**src/rtl/decodificador_teclado_if.sv**
```systemverilog
// rtl/decodificador_teclado_if.sv - keypad decoder signal bundle
// Purpose: groups the scanner row drive, keypad columns and decoded key outputs.
// Ports:
//   ent_teclado  row drive from the scanner (1111 = frame marker, one-hot = row)
//   sal_teclado  keypad column lines (bit 3 = column 0)
//   tecla        last accepted key code
//   valida       one-cycle strobe for an accepted key
//   presionada   key considered held
// Modports: slave = decoder side, master = scanner/keypad/consumer side.
interface decodificador_teclado_if;
    logic [3:0] ent_teclado;
    logic [3:0] sal_teclado;
    logic [3:0] tecla;
    logic       valida;
    logic       presionada;

    modport slave (
        input  ent_teclado,
        input  sal_teclado,
        output tecla,
        output valida,
        output presionada
    );

    modport master (
        output ent_teclado,
        output sal_teclado,
        input  tecla,
        input  valida,
        input  presionada
    );
endinterface

```
**src/rtl/decodificador_teclado.sv**
```systemverilog
// rtl/decodificador_teclado.sv - 4x4 keypad decoder with frame debounce
// Purpose: scores each scan frame (none / single key / multiple keys), debounces
//   the result over DEB_FRAMES whole frames and emits a key code with a strobe.
// Ports:
//   clk    system clock (same clock as the row scanner)
//   rst_n  asynchronous active-low reset
//   bus    decodificador_teclado_if.slave (ent_teclado, sal_teclado in;
//          tecla, valida, presionada out)
// Parameters: DEB_FRAMES (1..15), REP_FRAMES (1..63, auto-repeat only).
// Optional feature: define TECLADO_REPEAT_EN to re-strobe a held key every
//   REP_FRAMES frames.
module decodificador_teclado #(
    parameter int DEB_FRAMES = 3,
    parameter int REP_FRAMES = 20
) (
    input  logic                    clk,
    input  logic                    rst_n,
    decodificador_teclado_if.slave  bus
);
    if (DEB_FRAMES < 1 || DEB_FRAMES > 15) begin : g_bad_deb
        $error("DEB_FRAMES out of range 1..15");
    end
    if (REP_FRAMES < 1 || REP_FRAMES > 63) begin : g_bad_rep
        $error("REP_FRAMES out of range 1..63");
    end

    localparam logic [3:0] DEB_L = 4'(DEB_FRAMES);

    typedef enum logic [1:0] {ST_IDLE, ST_CONFIRM, ST_HELD, ST_RELEASE} estado_t;

    // Columns are synchronized through 2 FFs; the row drive is delayed by the
    // same amount so that fila_d and col_s2 describe the same scan cycle.
    logic [3:0] col_s1, col_s2, fila_d1, fila_d, fila_prev;

    always_ff @(posedge clk or negedge rst_n) begin
        if (!rst_n) begin
            col_s1    <= '0;
            col_s2    <= '0;
            fila_d1   <= '0;
            fila_d    <= '0;
            fila_prev <= '0;
        end else begin
            col_s1    <= bus.sal_teclado;
            col_s2    <= col_s1;
            fila_d1   <= bus.ent_teclado;
            fila_d    <= fila_d1;
            fila_prev <= fila_d;
        end
    end

    logic       frame_end, fila_onehot, col_onehot, hit;
    logic [1:0] row_idx, col_idx;
    logic [3:0] hit_code;

    assign frame_end = (fila_d == 4'b1111) && (fila_prev != 4'b1111);

    always_comb begin
        fila_onehot = 1'b1;
        row_idx     = 2'd0;
        case (fila_d)
            4'b1000: row_idx = 2'd0;
            4'b0100: row_idx = 2'd1;
            4'b0010: row_idx = 2'd2;
            4'b0001: row_idx = 2'd3;
            default: fila_onehot = 1'b0;
        endcase
    end

    // Column bit 3 is column 0. A row with several columns is still a hit but
    // marks the frame as multi.
    always_comb begin
        col_onehot = 1'b1;
        col_idx    = 2'd0;
        case (col_s2)
            4'b1000: col_idx = 2'd0;
            4'b0100: col_idx = 2'd1;
            4'b0010: col_idx = 2'd2;
            4'b0001: col_idx = 2'd3;
            default: col_onehot = 1'b0;
        endcase
    end

    assign hit      = fila_onehot && (col_s2 != 4'b0000);
    assign hit_code = {row_idx, col_idx};

    // Frame accumulators. armed stays low until the first frame end so that
    // the partial frame seen right after reset never feeds the FSM.
    logic       armed, acc_hit, acc_multi;
    logic [3:0] acc_code;

    always_ff @(posedge clk or negedge rst_n) begin
        if (!rst_n) begin
            armed     <= 1'b0;
            acc_hit   <= 1'b0;
            acc_multi <= 1'b0;
            acc_code  <= '0;
        end else if (frame_end) begin
            armed     <= 1'b1;
            acc_hit   <= 1'b0;
            acc_multi <= 1'b0;
            acc_code  <= '0;
        end else if (hit) begin
            if (!acc_hit) begin
                acc_hit  <= 1'b1;
                acc_code <= hit_code;
                if (!col_onehot) acc_multi <= 1'b1;
            end else if (hit_code != acc_code || !col_onehot) begin
                acc_multi <= 1'b1;
            end
        end
    end

    logic res_none, res_key;
    assign res_none = !acc_hit;
    assign res_key  = acc_hit && !acc_multi;

    estado_t    state, state_n;
    logic [3:0] cnt, cnt_n, cnt_inc, cand, cand_n, tecla_r, tecla_n;
    logic       valida_r, valida_n;

    assign cnt_inc = (cnt == 4'hF) ? cnt : cnt + 4'd1;

`ifdef TECLADO_REPEAT_EN
    localparam logic [5:0] REP_L = 6'(REP_FRAMES);
    logic [5:0] rep_cnt, rep_n, rep_inc;
    assign rep_inc = (rep_cnt == 6'h3F) ? rep_cnt : rep_cnt + 6'd1;

    always_ff @(posedge clk or negedge rst_n) begin
        if (!rst_n) rep_cnt <= '0;
        else        rep_cnt <= rep_n;
    end
`endif

    always_ff @(posedge clk or negedge rst_n) begin
        if (!rst_n) begin
            state    <= ST_IDLE;
            cnt      <= '0;
            cand     <= '0;
            tecla_r  <= '0;
            valida_r <= 1'b0;
        end else begin
            state    <= state_n;
            cnt      <= cnt_n;
            cand     <= cand_n;
            tecla_r  <= tecla_n;
            valida_r <= valida_n;
        end
    end

    always_comb begin
        state_n  = state;
        cnt_n    = cnt;
        cand_n   = cand;
        tecla_n  = tecla_r;
        valida_n = 1'b0;
`ifdef TECLADO_REPEAT_EN
        rep_n    = (state == ST_HELD) ? rep_cnt : 6'd0;
`endif
        if (frame_end && armed) begin
            case (state)
                ST_IDLE: begin
                    if (res_key) begin
                        if (DEB_L == 4'd1) begin
                            state_n  = ST_HELD;
                            tecla_n  = acc_code;
                            valida_n = 1'b1;
                            cnt_n    = '0;
                        end else begin
                            state_n = ST_CONFIRM;
                            cand_n  = acc_code;
                            cnt_n   = 4'd1;
                        end
                    end
                end
                ST_CONFIRM: begin
                    if (res_key && acc_code == cand) begin
                        if (cnt_inc >= DEB_L) begin
                            state_n  = ST_HELD;
                            tecla_n  = cand;
                            valida_n = 1'b1;
                            cnt_n    = '0;
                        end else begin
                            cnt_n = cnt_inc;
                        end
                    end else if (res_key) begin
                        cand_n = acc_code;
                        cnt_n  = 4'd1;
                    end else begin
                        state_n = ST_IDLE;
                        cnt_n   = '0;
                    end
                end
                ST_HELD: begin
                    // A different key while held is ignored: a release must come first.
                    if (res_none) begin
                        state_n = (DEB_L == 4'd1) ? ST_IDLE : ST_RELEASE;
                        cnt_n   = (DEB_L == 4'd1) ? 4'd0 : 4'd1;
`ifdef TECLADO_REPEAT_EN
                        rep_n   = '0;
                    end else if (res_key && acc_code == tecla_r) begin
                        if (rep_inc >= REP_L) begin
                            valida_n = 1'b1;
                            rep_n    = '0;
                        end else begin
                            rep_n = rep_inc;
                        end
                    end else begin
                        rep_n = '0;
`endif
                    end
                end
                ST_RELEASE: begin
                    if (res_none) begin
                        if (cnt_inc >= DEB_L) begin
                            state_n = ST_IDLE;
                            cnt_n   = '0;
                        end else begin
                            cnt_n = cnt_inc;
                        end
                    end else begin
                        state_n = ST_HELD;
                        cnt_n   = '0;
                    end
                end
                default: begin
                    state_n = ST_IDLE;
                    cnt_n   = '0;
                end
            endcase
        end
    end

    assign bus.tecla      = tecla_r;
    assign bus.valida     = valida_r;
    assign bus.presionada = (state == ST_HELD) || (state == ST_RELEASE);
endmodule

```
**src/flat_wrapper.sv**
```systemverilog
// flat-port wrapper written by rule: the top's interface ports become plain ports
module decodificador_teclado_flat 
#(
    parameter int DEB_FRAMES = 3,
    parameter int REP_FRAMES = 20
)
  (clk, rst_n, bus_ent_teclado, bus_sal_teclado, bus_tecla, bus_valida, bus_presionada);
  decodificador_teclado_if bus_i ();
  input  logic clk;
  input  logic rst_n;
  input wire logic [$bits(bus_i.ent_teclado)-1:0] bus_ent_teclado;
  input wire logic [$bits(bus_i.sal_teclado)-1:0] bus_sal_teclado;
  output wire logic [$bits(bus_i.tecla)-1:0] bus_tecla;
  output wire logic [$bits(bus_i.valida)-1:0] bus_valida;
  output wire logic [$bits(bus_i.presionada)-1:0] bus_presionada;
  assign bus_i.ent_teclado = bus_ent_teclado;
  assign bus_i.sal_teclado = bus_sal_teclado;
  assign bus_tecla = bus_i.tecla;
  assign bus_valida = bus_i.valida;
  assign bus_presionada = bus_i.presionada;
  decodificador_teclado #(.DEB_FRAMES(DEB_FRAMES), .REP_FRAMES(REP_FRAMES)) u_core (.clk(clk), .rst_n(rst_n), .bus(bus_i));
endmodule
```
**config.mk**
```make
export PLATFORM = sky130hd
export DESIGN_NAME = decodificador_teclado_flat
export DESIGN_NICKNAME = d
export VERILOG_FILES = /design/src/rtl/decodificador_teclado_if.sv /design/src/rtl/decodificador_teclado.sv /design/src/flat_wrapper.sv
export SDC_FILE = /design/constraint.sdc
export NUM_CORES = 1
export LEC_CHECK = 0
export BUFFER_PORTS_ARGS = -buffer_cell sky130_fd_sc_hd__buf_4
export CAP_MARGIN = 20
export CORE_UTILIZATION = 40
export CTS_CLUSTER_DIAMETER = 100
export CTS_CLUSTER_SIZE = 24
export DETAILED_ROUTE_END_ITERATION = 6
export GPL_TIMING_DRIVEN = 0
export PLACE_DENSITY = 0.68
export SYNTH_ARGS = -nofsm -noshare
export SYNTH_HDL_FRONTEND = slang
export SYNTH_SLANG_ARGS = --single-unit
export TNS_END_PERCENT = 100
```
**constraint.sdc**
```tcl
create_clock -name clk -period 3.9 [get_ports clk]
set_input_delay 0.39 -clock clk [delete_from_list [all_inputs] [get_ports clk]]
set_output_delay 0.39 -clock clk [all_outputs]
set_load 0.02 [all_outputs]
```
==> results of run 1 <==
## per-layer routing
metal,track usage (%),vias up,share of wire (%)
met5,0,-,0
met4,5.45,0,1.7
met3,4.72,6,3.9
met2,24.1,29,50
met1,17.2,610,44
li1,-,601,-
## placed cells by master, fill, tap and decap left out, types with 3 or more instances in the layout
master                      n
sky130_fd_sc_hd__dfrtp_1   42
sky130_fd_sc_hd__buf_4     16
sky130_fd_sc_hd__nor2_1    12
sky130_fd_sc_hd__xor2_1     7
sky130_fd_sc_hd__o21ai_0    7
sky130_fd_sc_hd__mux2_4     7
sky130_fd_sc_hd__a21oi_1    6
sky130_fd_sc_hd__clkbuf_8   5
sky130_fd_sc_hd__clkbuf_1   4
sky130_fd_sc_hd__buf_2      4
sky130_fd_sc_hd__nor3_1     4
sky130_fd_sc_hd__xnor2_1    4
sky130_fd_sc_hd__nor2b_1    4
sky130_fd_sc_hd__nand2_1    4
sky130_fd_sc_hd__a211oi_1   3
sky130_fd_sc_hd__mux2i_1    3
## metrics by stage
| stage | power, W | hold WS (ns) | instances | worst slack [ns] | util, % |
|---|---|---|---|---|---|
| final | 0.000915 | 0.0737 | 247 | 1.93 | 47.7 |
| after CTS | 0.000931 | 0.0877 | 247 | 1.92 | 47.7 |
| after detailed placement | 0.000672 | 0.335 | 240 | 1.94 | 46.0 |
| after global placement | 0.000660 | 0.334 | 240 | 1.99 | 46.0 |
| after global routing | 0.000967 | 0.116 | 247 | 1.83 | 47.7 |
| after floorplan | 0.000626 | 0.0944 | 158 | 2.09 | - |
## logic make-up (layout without fill, tap and decap cells)
family | count (synthesis) | count (layout) | synth area share, %
AO/OA/AOI/OAI | 36 | 36 | 15.2
XOR/XNOR | 11 | 11 | 4.88
adder cells (fa/ha/maj) | 1 | 1 | 0.633
buffers and inverters | 13 | 35 | 3.67
flip-flops | 42 | 42 | 53.2
multiplexers | 10 | 10 | 6.84
AND/OR/NAND/NOR | 45 | 45 | 15.6
## where the power goes
group / internal [W] / leakage (nW) / total (W) / switching [W]
Clock: 0.000120 / 0.0438 / 0.000253 / 0.000133
Sequential: 0.000467 / 0.523 / 0.000505 / 0.0000386
Combinational: 0.0000776 / 0.447 / 0.000157 / 0.0000792
Total: 0.000664 / 1.01 / 0.000915 / 0.000251
## worst reg2reg max path, delay by kind of cell (launching register included)
kind	cells	cell delay, ns
muxes	1	0.29
and+or+nand+nor	2	0.30
AOI/OAI and AO/OA	2	0.64
adders and majority gates	1	0.20
DFF	1	0.43
## worst max path at each step
stage                     slack, ns  depth (start not counted)                              end                       from
after CTS                      1.92                          6  u_core.bus.tecla[1]$_DFFE_PN0P_  u_core.cnt[0]$_DFFE_PN0P_
after global routing           1.83                          6  u_core.bus.tecla[1]$_DFFE_PN0P_  u_core.cnt[0]$_DFFE_PN0P_
after detailed placement       1.94                          6  u_core.bus.tecla[1]$_DFFE_PN0P_  u_core.cnt[0]$_DFFE_PN0P_
after global placement         1.99                          6  u_core.bus.tecla[0]$_DFFE_PN0P_  u_core.cnt[0]$_DFFE_PN0P_
final                          1.93                          6  u_core.bus.tecla[1]$_DFFE_PN0P_  u_core.cnt[0]$_DFFE_PN0P_
after floorplan                2.09                          6  u_core.bus.tecla[0]$_DFFE_PN0P_  u_core.cnt[0]$_DFFE_PN0P_
## cell usage after synthesis, types with 2 or more instances
| cell | n | area share [%] |
|---|---|---|
| sky130_fd_sc_hd__nor2b_1 | 4 | 1.3 |
| sky130_fd_sc_hd__nand2_1 | 4 | 0.76 |
| sky130_fd_sc_hd__o21ai_0 | 7 | 1.8 |
| sky130_fd_sc_hd__buf_6 | 2 | 1.1 |
| sky130_fd_sc_hd__mux2_4 | 7 | 5.3 |
| sky130_fd_sc_hd__nor3_1 | 4 | 1.0 |
| sky130_fd_sc_hd__dfrtp_1 | 42 | 53 |
| sky130_fd_sc_hd__o31ai_1 | 2 | 0.76 |
| sky130_fd_sc_hd__clkbuf_1 | 4 | 0.76 |
| sky130_fd_sc_hd__a21oi_1 | 6 | 1.5 |
| sky130_fd_sc_hd__nand2b_1 | 2 | 0.63 |
| sky130_fd_sc_hd__and3b_1 | 2 | 0.89 |
| sky130_fd_sc_hd__a31oi_1 | 2 | 0.63 |
| sky130_fd_sc_hd__nand4_1 | 2 | 0.63 |
| sky130_fd_sc_hd__xnor2_1 | 4 | 1.8 |
| sky130_fd_sc_hd__mux2i_1 | 3 | 1.5 |
| sky130_fd_sc_hd__nor2_1 | 12 | 2.3 |
| sky130_fd_sc_hd__a21o_1 | 2 | 0.76 |
| sky130_fd_sc_hd__a211oi_1 | 3 | 1.1 |
| sky130_fd_sc_hd__o22a_1 | 2 | 0.89 |
| sky130_fd_sc_hd__a2111oi_4 | 2 | 2.8 |
| sky130_fd_sc_hd__xor2_1 | 7 | 3.1 |
| sky130_fd_sc_hd__inv_1 | 2 | 0.38 |
| sky130_fd_sc_hd__o21ai_1 | 2 | 0.51 |
| sky130_fd_sc_hd__buf_2 | 4 | 1.0 |
## layout make-up
| class | count | area (sq um) | area share, % |
|---|---|---|---|
| Sequential cell | 42 | 1050 | 46.7 |
| Multi-Input combinational cell | 103 | 852 | 37.9 |
| Timing Repair Buffer | 15 | 113 | 5.00 |
| Tap cell | 67 | 83.8 | 3.72 |
| Clock buffer | 5 | 68.8 | 3.06 |
| Buffer | 11 | 65.1 | 2.89 |
| Clock inverter | 2 | 10.0 | 0.445 |
| Inverter | 2 | 7.51 | 0.334 |
==> impl_table.tex, run 1 <==
\begin{tabular}{lr}
\hline
Metric & Value \\
\hline
\multicolumn{2}{l}{\textbf{Outcome}} \\
\quad Status & finished, final reports clean \\
\multicolumn{2}{l}{\textbf{STA}} \\
\quad Minimum period implied by the final worst setup slack & around 2.0 ns \\
\quad RSZ-0062 raised after global routing & false \\
\quad Total count of hold-check failures in the final report & 0 \\
\quad Period Utilization, post-route & between 50\% and 60\% \\
\quad Top achievable clock speed & 0.507 GHz \\
\quad Max-slew headroom at the worst pin & a little over half \\
\quad Final sum of negative setup slack & 0 ns \\
\quad Transition at the pin with the smallest max-transition slack & between 0.6 and 0.7 ns \\
\quad Final setup viols & 0 \\
\quad Clock Skew & between 0.008 and 0.009 ns \\
\quad Fin. max-slew vios & 0 \\
\multicolumn{2}{l}{\textbf{Yosys}} \\
\quad Post-synth net total & around 170 \\
\quad Sequential area share after synthesis & between 50\% and 60\% \\
\quad Synth async-reset ratio & 100\% \\
\quad Library cells used by synthesis & 50 \\
\quad Synth Cell Area & about 0.0020 sq mm \\
\quad Post-synthesis average cell area & 12.5 sq um \\
\quad Post-synthesis sequential element count & 42 \\
\quad Yosys warns & 0 \\
\quad Number of enable flip-flop cells after synthesis & 0 \\
\quad Most used DFF post-synth & sky130\_fd\_sc\_hd\_\_dfrtp\_1 \\
\quad Syn Inst Count & about 160 \\
\multicolumn{2}{l}{\textbf{Placed design}} \\
\quad Cell Area, Placed & between 0.002 and 0.0025 sq mm \\
\quad Number of port buffers & 15 \\
\quad RePlAce Congestion & 0.796 \\
\quad Sum of net half-perimeters after detailed placement & 2400 um \\
\multicolumn{2}{l}{\textbf{Floorplan}} \\
\quad Cell row count & 25 \\
\quad Die Area & $\sim$0.0052 sq mm \\
\quad Total I/O pin count & 16 \\
\quad Initial Utilization & approximately two fifths \\
\quad Die height & between 70 and 80 um \\
\quad Die Width & 72.3 um \\
\quad Core box area & $\sim$0.0047 sq mm \\
\multicolumn{2}{l}{\textbf{Detailed routing}} \\
\quad WL final & 3290 um \\
\quad Number of vias after detailed routing & $\sim$1200 \\
\quad Iteration-0 DRC Markers & 74 \\
\quad Number of vias per cell after detailed routing & about 5 \\
\quad Detailed Routing Iterations Pass 1 & 4 \\
\quad Post-detailed-route wirelength per cell & about 13 um \\
\quad Detailed-route DRC error count & 0 \\
\quad Antenna violation net count after detailed routing & 0 \\
\multicolumn{2}{l}{\textbf{Critical path}} \\
\quad Start of the worst register-to-register path & u\_core.cnt[0]\$\_DFFE\_PN0P\_ \\
\quad Arrival time of the worst setup path & around 2.2 ns \\
\quad CP max FO & 5 \\
\quad Worst Reg2Reg Path Length in Cells & 6 \\
\quad Data required time at the worst endpoint & roughly 4.1 ns \\
\quad Total buffers and inverters traversed by the critical path & 0 \\
\quad Minimum setup slack among reg-to-reg paths & between 1.5 and 2 ns \\
\quad Sequence of cells on the critical path & ha\_1 > a21bo\_1 > a2111oi\_4 > nand4b\_4 > nor2\_4 > mux2\_4 \\
\quad Type of destination of the critical path & flop \\
\quad Cell type group with the largest total delay on the critical path & compound AO/OA/AOI/OAI gates \\
\quad R2r endpoint & u\_core.bus.tecla[1]\$\_DFFE\_PN0P\_ \\
\quad Slowest library cell on the worst path & sky130\_fd\_sc\_hd\_\_dfrtp\_1 \\
\quad Kind of start point of the critical path & flop \\
\quad Type of the worst setup path & flop to flop \\
\quad Delay of the slowest cell on the worst path & about 0.43 ns \\
\multicolumn{2}{l}{\textbf{CTS}} \\
\quad Clock tree from TritonCTS & built \\
\quad CTS Buffer Depth & 2 \\
\quad Insertion delay to the later sink of the worst-skew pair & 0.29 ns \\
\quad Number of cells upsized or downsized after cts & 0 \\
\quad Hold bufs inserted after CTS & 0 \\
\quad Clock transition time at the flip-flop clock pins of the worst setup and hold paths & about 0.080 ns \\
\quad Clock sink total & 42 \\
\quad \# Post-CTS Setup Buffers & 0 \\
\quad Maximum level of the CTS H-tree & 2 \\
\quad Number of buffers created by CTS & 5 \\
\quad Cell at the root of the clock tree & sky130\_fd\_sc\_hd\_\_clkbuf\_8 \\
\multicolumn{2}{l}{\textbf{Finish}} \\
\quad Fraction of final layout cells sized beyond drive strength 1 & 27.2\% \\
\quad Number of fill cells & roughly 470 \\
\quad Count of inserted antenna diode cells & 0 \\
\quad Area added between synthesis and finish & 13.9\% \\
\quad Total non-filler cell area in the finished layout & 0.00225 sq mm \\
\quad Final-stage net count & 191 \\
\multicolumn{2}{l}{\textbf{GRT}} \\
\quad Initial antenna violation count & 0 \\
\quad Overall overflow remaining after global route & 0 \\
\quad Global-route wire length before repair & about 5700 um \\
\quad Global-route usage over all layers & 14.4\% \\
\quad Vias in the first global route & $\sim$1300 \\
\quad Largest net degree at the start of global routing & 43 \\
\multicolumn{2}{l}{\textbf{Pwr}} \\
\quad Power per cell area & 407 mW/mm\^{}2 \\
\quad Largest vdd supply drop & about 0.00020 V \\
\quad Pleak & between 1 and 1.5 nW \\
\multicolumn{2}{l}{\textbf{Job}} \\
\quad Max-cap check violation count & 0 \\
\multicolumn{2}{l}{\textbf{Min path}} \\
\quad Hold crit path type & input pin to asynchronous set/reset pin \\
\hline
\end{tabular}
(Power assumes the default switching activity.)
==> run 2, diff against run 1 <==
- PLACE_DENSITY: 0.68 -> 0.7
- clock period: 3.9 -> 1.6 ns (I/O delays scaled with it)
==> impl_table.tex, run 2 (same netlist as run 1, synthesis figures left out) <==
\begin{tabular}{lr}
\hline
Metric & Value \\
\hline
\multicolumn{2}{l}{\textbf{Outcome}} \\
\quad Status & finished, violations left \\
\quad Violated checks & negative setup slack \\
\multicolumn{2}{l}{\textbf{STA}} \\
\quad Fin. max-slew vios & 0 \\
\quad Worst-case setup margin in the final layout & -0.214 ns \\
\quad RSZ-0062 raised after global routing & true \\
\quad Post-Route Hold Slack & $\sim$0.35 ns \\
\quad Transition at the pin with the smallest max-transition slack & 0.501 ns \\
\quad Total count of hold-check failures in the final report & 0 \\
\quad Minimum period implied by the final worst setup slack & 1.81 ns \\
\quad Clock Skew & roughly 0.0034 ns \\
\quad Top achievable clock speed & around 0.55 GHz \\
\quad Final setup viols & 6 \\
\quad Max-slew headroom at the worst pin & 66.6\% \\
\quad Final sum of negative setup slack & -0.906 ns \\
\quad Period Utilization, post-route & 113\% \\
\multicolumn{2}{l}{\textbf{GRT}} \\
\quad Global-route usage over all layers & roughly 14\% \\
\quad Initial antenna violation count & 0 \\
\quad Vias in the first global route & roughly 1200 \\
\quad Largest net degree at the start of global routing & 43 \\
\quad Global-route wire length before repair & 5580 um \\
\quad Overall overflow remaining after global route & 0 \\
\multicolumn{2}{l}{\textbf{CTS}} \\
\quad Insertion delay to the later sink of the worst-skew pair & about 0.29 ns \\
\quad Clock transition time at the flip-flop clock pins of the worst setup and hold paths & $\sim$0.07 ns \\
\quad Clock tree from TritonCTS & built \\
\quad CTS Buffer Depth & 2 \\
\quad Clock sink total & 42 \\
\quad Number of buffers created by CTS & 5 \\
\quad Cell at the root of the clock tree & sky130\_fd\_sc\_hd\_\_clkbuf\_8 \\
\quad Maximum level of the CTS H-tree & 2 \\
\multicolumn{2}{l}{\textbf{Floorplan}} \\
\quad Initial Utilization & about two fifths \\
\quad Total I/O pin count & 16 \\
\quad Die height & 72.3 um \\
\quad Die Width & around 72 um \\
\quad Core box area & about 0.0047 sq mm \\
\quad Die Area & about 0.0052 sq mm \\
\quad Cell row count & 25 \\
\multicolumn{2}{l}{\textbf{Pwr}} \\
\quad Share of power burned in the clock network & between 20\% and 30\% \\
\quad Pleak & about 1.1 nW \\
\quad Largest vdd supply drop & about 0.00072 V \\
\quad Total power & about 0.0023 W \\
\quad Reported net switching power & 0.000644 W \\
\quad Portion of total power attributed to sequential cells & 53.0\% \\
\quad Power per cell area & just over 900 mW/mm\^{}2 \\
\quad Switching portion of total power & $\sim$28\% \\
\quad Pint & 0.00169 W \\
\quad Part of the total power dissipated in combinational logic & 20.3\% \\
\multicolumn{2}{l}{\textbf{Placed design}} \\
\quad Number of port buffers & 15 \\
\quad Sum of net half-perimeters after detailed placement & $\sim$2000 um \\
\quad Cell Area, Placed & 0.00217 sq mm \\
\quad RePlAce Congestion & roughly 0.84 \\
\quad Post-Place Worst Slack & -0.290 ns \\
\multicolumn{2}{l}{\textbf{Detailed routing}} \\
\quad Number of vias after detailed routing & $\sim$1300 \\
\quad Post-detailed-route wirelength per cell & 12.3 um \\
\quad WL final & roughly 3300 um \\
\quad Detailed-route DRC error count & 0 \\
\quad Antenna violation net count after detailed routing & 0 \\
\quad Number of vias per cell after detailed routing & 4.92 \\
\quad Detailed Routing Iterations Pass 1 & 2 \\
\quad Iteration-0 DRC Markers & 44 \\
\multicolumn{2}{l}{\textbf{Finish}} \\
\quad Number of fill cells & $\sim$390 \\
\quad Final-stage net count & $\sim$210 \\
\quad Area added between synthesis and finish & 30.2\% \\
\quad Total non-filler cell area in the finished layout & between 0.002 and 0.003 sq mm \\
\quad Most common cell after layout, fill and taps aside & sky130\_fd\_sc\_hd\_\_dfrtp\_1 \\
\quad Count of inserted antenna diode cells & 0 \\
\quad Commonest cells after routing, fill and taps aside & 40 x sky130\_fd\_sc\_hd\_\_dfrtp\_1, 26 x sky130\_fd\_sc\_hd\_\_buf\_4, 11 x sky130\_fd\_sc\_hd\_\_nor2\_1 \\
\quad Fraction of final layout cells sized beyond drive strength 1 & 37.1\% \\
\multicolumn{2}{l}{\textbf{Critical path}} \\
\quad Type of the worst setup path & flop to flop \\
\quad Arrival time of the worst setup path & approximately 2.0 ns \\
\quad CP max FO & 5 \\
\quad Data required time at the worst endpoint & $\sim$1.8 ns \\
\quad Kind of start point of the critical path & flop \\
\quad Type of destination of the critical path & flop \\
\multicolumn{2}{l}{\textbf{Job}} \\
\quad Max-cap check violation count & 0 \\
\multicolumn{2}{l}{\textbf{Min path}} \\
\quad Hold crit path type & flop to flop \\
\hline
\end{tabular}
==> run 2: cell count changes in the layout (fill, tap and decap cells not counted), sizes merged <==
cell / previous run / this run
dlygate4sd3: 0 / 9
clkbuf: 9 / 6
buf: 22 / 38
==> run 2: power groups by stage <==
stage | clock (W) | sequential (W) | combinational [W]
2_1_floorplan | 0 | 0.00123 | 0.000297
3_3_place_gp | 0 | 0.00124 | 0.000373
3_5_place_dp | 0 | 0.00125 | 0.000376
4_1_cts | 0.000653 | 0.00122 | 0.000453
5_1_grt | 0.000685 | 0.00125 | 0.000524
6_report | 0.000623 | 0.00124 | 0.000473
==> run 2: layer usage <==
layer	track usage, %	vias up	part of all wire (%)
met1	17.5	651	47
met5	0	-	0
met2	23.1	23	50
li1	-	646	-
met4	3.92	0	0.87
met3	4.17	4	3.0
==> run 2: per-stage QoR <==
| step | util, % | instances |
|---|---|---|
| after floorplan | - | 158 |
| after global routing | 54.5 | 269 |
| after detailed placement | 46.0 | 240 |
| final | 54.5 | 269 |
| after CTS | 52.1 | 266 |
| after global placement | 46.0 | 240 |
==> run 2: final cells by class <==
type	instances	area (sq um)	area share, %
clock inverter	2	10.0	0.389
buffer	8	63.8	2.48
multi-input combinational	103	940	36.5
tap	67	83.8	3.26
sequential	42	1050	41.0
clock buffer	5	68.8	2.68
inverter	2	7.51	0.292
timing repair buffer	40	345	13.4
==> run 2: worst paths after layout <==
| path | slack (ns) | cells after the start | endpoint | from |
|---|---|---|---|---|
| setup / recovery | -0.21 | 6 | u_core.bus.tecla[0]$_DFFE_PN0P_ | u_core.cnt[1]$_DFFE_PN0P_ |
| hold / removal | 0.35 | 0 | u_core.fila_d[2]$_DFF_PN0_ | u_core.fila_d1[2]$_DFF_PN0_ |
| setup reg to reg | -0.21 | 6 | u_core.bus.tecla[0]$_DFFE_PN0P_ | u_core.cnt[1]$_DFFE_PN0P_ |
| hold reg to reg | 0.35 | 0 | u_core.fila_d[2]$_DFF_PN0_ | u_core.fila_d1[2]$_DFF_PN0_ |
| max in group asynchronous | 0.84 | 2 | u_core.fila_d[3]$_DFF_PN0_ | rst_n |
| min in group asynchronous | 0.39 | 2 | u_core.bus.tecla[2]$_DFFE_PN0P_ | rst_n |
==> run 2: critical path: stages (launching register included) <==
cell and delay [ns]:
sky130_fd_sc_hd__dfrtp_1 0.41, sky130_fd_sc_hd__ha_4 0.16, sky130_fd_sc_hd__a21bo_1 0.22, sky130_fd_sc_hd__a2111oi_4 0.34, sky130_fd_sc_hd__nand4b_4 0.22, sky130_fd_sc_hd__nor2_4 0.06, sky130_fd_sc_hd__mux2_4 0.29
==> run 2: timing repair <==
item,in CTS,in global routing
setup endpoints to repair,18,17
pin swaps,1,10
setup buffers,10,6
resized for setup,9,15
hold buffers,9,0
hold endpoints to repair,50,0
==> run 3, diff against run 2 <==
- CORE_ASPECT_RATIO: unset -> 1.4
==> impl_table.tex, run 3 (same netlist as run 1, synthesis figures left out) <==
\begin{tabular}{lr}
\hline
Metric & Value \\
\hline
\multicolumn{2}{l}{\textbf{Floorplan}} \\
\quad Total I/O pin count & 16 \\
\quad Die height & between 80 and 90 um \\
\quad Initial Utilization & between 40\% and 50\% \\
\quad Die Width & between 60 and 70 um \\
\quad Cell row count & 29 \\
\quad Core box area & approximately 0.0046 sq mm \\
\quad Die Area & approximately 0.0052 sq mm \\
\multicolumn{2}{l}{\textbf{STA}} \\
\quad RSZ-0062 raised after global routing & true \\
\quad Transition at the pin with the smallest max-transition slack & 0.497 ns \\
\quad Period Utilization, post-route & 112\% \\
\quad Clock Skew & roughly 0.0050 ns \\
\quad Worst-case setup margin in the final layout & -0.196 ns \\
\quad Final sum of negative setup slack & -1.05 ns \\
\quad Fin. max-slew vios & 0 \\
\quad Final setup viols & 11 \\
\quad Total count of hold-check failures in the final report & 0 \\
\quad Minimum period implied by the final worst setup slack & $\sim$1.8 ns \\
\quad Max-slew headroom at the worst pin & between 60\% and 70\% \\
\quad Top achievable clock speed & 0.557 GHz \\
\multicolumn{2}{l}{\textbf{Finish}} \\
\quad Fraction of final layout cells sized beyond drive strength 1 & a little over two fifths \\
\quad Final standard cell utilization of the core & a little under 60\% \\
\quad Final-stage net count & 220 \\
\quad Area added between synthesis and finish & 36.0\% \\
\quad Number of fill cells & slightly below 400 \\
\quad Most common cell after layout, fill and taps aside & sky130\_fd\_sc\_hd\_\_dfrtp\_1 \\
\quad Commonest cells after routing, fill and taps aside & 38 x sky130\_fd\_sc\_hd\_\_dfrtp\_1, 33 x sky130\_fd\_sc\_hd\_\_buf\_4, 10 x sky130\_fd\_sc\_hd\_\_nor2\_1 \\
\quad Count of inserted antenna diode cells & 0 \\
\multicolumn{2}{l}{\textbf{Detailed routing}} \\
\quad Detailed-route DRC error count & 0 \\
\quad Detailed Routing Iterations Pass 1 & 4 \\
\quad Number of vias after detailed routing & around 1400 \\
\quad Post-detailed-route wirelength per cell & about 13 um \\
\quad Iteration-0 DRC Markers & around 40 \\
\quad WL final & roughly 3600 um \\
\quad Antenna violation net count after detailed routing & 0 \\
\quad Number of vias per cell after detailed routing & $\sim$5 \\
\multicolumn{2}{l}{\textbf{Critical path}} \\
\quad Slowest library cell on the worst path & sky130\_fd\_sc\_hd\_\_dfrtp\_1 \\
\quad Arrival time of the worst setup path & just under 2 ns \\
\quad Delay of the slowest cell on the worst path & roughly 0.41 ns \\
\quad CP max FO & 5 \\
\quad Kind of start point of the critical path & flop \\
\quad Type of destination of the critical path & flop \\
\quad Minimum setup slack among reg-to-reg paths & -0.20 ns \\
\quad Sequence of cells on the critical path & ha\_4 > a21bo\_4 > a2111oi\_4 > nand4b\_4 > nor2\_4 > mux2\_4 \\
\quad Data required time at the worst endpoint & 1.79 ns \\
\quad Type of the worst setup path & flop to flop \\
\multicolumn{2}{l}{\textbf{CTS}} \\
\quad Insertion delay to the later sink of the worst-skew pair & 0.30 ns \\
\quad CTS Buffer Depth & 2 \\
\quad Maximum level of the CTS H-tree & 2 \\
\quad Clock sink total & 42 \\
\quad Number of buffers created by CTS & 5 \\
\quad Cell at the root of the clock tree & sky130\_fd\_sc\_hd\_\_clkbuf\_8 \\
\quad Clock tree from TritonCTS & built \\
\quad Clock transition time at the flip-flop clock pins of the worst setup and hold paths & 0.08 ns \\
\multicolumn{2}{l}{\textbf{Job}} \\
\quad Max-cap check violation count & 0 \\
\multicolumn{2}{l}{\textbf{Placed design}} \\
\quad Number of port buffers & 15 \\
\quad RePlAce Congestion & approximately 0.77 \\
\quad Post-Place Worst Slack & -0.257 ns \\
\quad Sum of net half-perimeters after detailed placement & 2080 um \\
\multicolumn{2}{l}{\textbf{Pwr}} \\
\quad Pleak & 1.18 nW \\
\quad Power per cell area & just over 900 mW/mm\^{}2 \\
\quad Largest vdd supply drop & 0.000588 V \\
\multicolumn{2}{l}{\textbf{Outcome}} \\
\quad Violated checks & negative setup slack \\
\quad Status & finished, violations left \\
\multicolumn{2}{l}{\textbf{GRT}} \\
\quad Global-route usage over all layers & between 10\% and 20\% \\
\quad Global-route wire length before repair & 5670 um \\
\quad Largest net degree at the start of global routing & 43 \\
\quad Initial antenna violation count & 0 \\
\quad Vias in the first global route & between 1000 and 1500 \\
\quad Overall overflow remaining after global route & 0 \\
\multicolumn{2}{l}{\textbf{Min path}} \\
\quad Hold crit path type & flop to flop \\
\hline
\end{tabular}
[run 3: changes by cell type in the layout (fill, tap and decap cells not counted), sizes merged]
| cell | previous run | this run |
|---|---|---|
| clkbuf | 6 | 7 |
| clkinv | 2 | 1 |
| clkinvlp | 0 | 1 |
| buf | 38 | 45 |
[run 3: final cells by class]
cell class	count	area [sq um]	share of cell area [%]
Buffer	6	47.5	1.77
Clock buffer	6	82.6	3.07
Clock inverter	2	12.5	0.466
Inverter	2	7.51	0.279
Multi-Input combinational cell	103	978	36.4
Sequential cell	42	1060	39.3
Tap cell	62	77.6	2.89
Timing Repair Buffer	49	425	15.8
[run 3: power by group]
group          switching [W]  internal (W)
clock network       0.000357      0.000346
logic               0.000242      0.000296
registers           0.000101       0.00114
total               0.000700       0.00178
[run 3: stage by stage]
stage / hold slack [ns] / total power [W] / area [sq um] / std cells
3_3_place_gp: 0.165 / 0.00162 / 2170 / 235
6_report: 0.350 / 0.00248 / 2690 / 272
2_1_floorplan: -0.136 / 0.00153 / 1980 / 158
4_1_cts: 0.352 / 0.00243 / 2500 / 265
5_1_grt: 0.359 / 0.00261 / 2690 / 272
3_5_place_dp: 0.169 / 0.00163 / 2170 / 235
[run 3: layer usage]
| metal | part of all wire [%] | GRT usage, % |
|---|---|---|
| met5 | 0 | 0 |
| met4 | 1.8 | 6.67 |
| met3 | 3.0 | 4.57 |
| met2 | 53 | 25.1 |
| met1 | 42 | 16.6 |
[run 3: path summary, 6_finish.rpt]
kind	start	to	cells after the start
min in group asynchronous	rst_n	u_core.cnt[1]$_DFFE_PN0P_	2
setup / recovery	u_core.cnt[1]$_DFFE_PN0P_	u_core.bus.tecla[0]$_DFFE_PN0P_	6
hold / removal	u_core.col_s1[1]$_DFF_PN0_	u_core.col_s2[1]$_DFF_PN0_	0
setup reg to reg	u_core.cnt[1]$_DFFE_PN0P_	u_core.bus.tecla[0]$_DFFE_PN0P_	6
max in group asynchronous	rst_n	u_core.acc_code[2]$_DFFE_PN0P_	2
hold reg to reg	u_core.col_s1[1]$_DFF_PN0_	u_core.col_s2[1]$_DFF_PN0_	0
[run 3: critical path, delay by kind of cell (launching register included)]
family | cells | cell delay (ns)
adders and majority gates | 1 | 0.16
and+or+nand+nor | 2 | 0.29
AOI/OAI and AO/OA | 2 | 0.54
DFF | 1 | 0.41
muxes | 1 | 0.29
[run 3: repair_timing]
action / CTS / global route
pin swaps: 2 / 12
hold endpoints to repair: 50 / 0
hold buffers: 9 / 0
setup buffers: 14 / 11
endpoints found under the setup margin: 17 / 18
gates resized for setup: 10 / 23
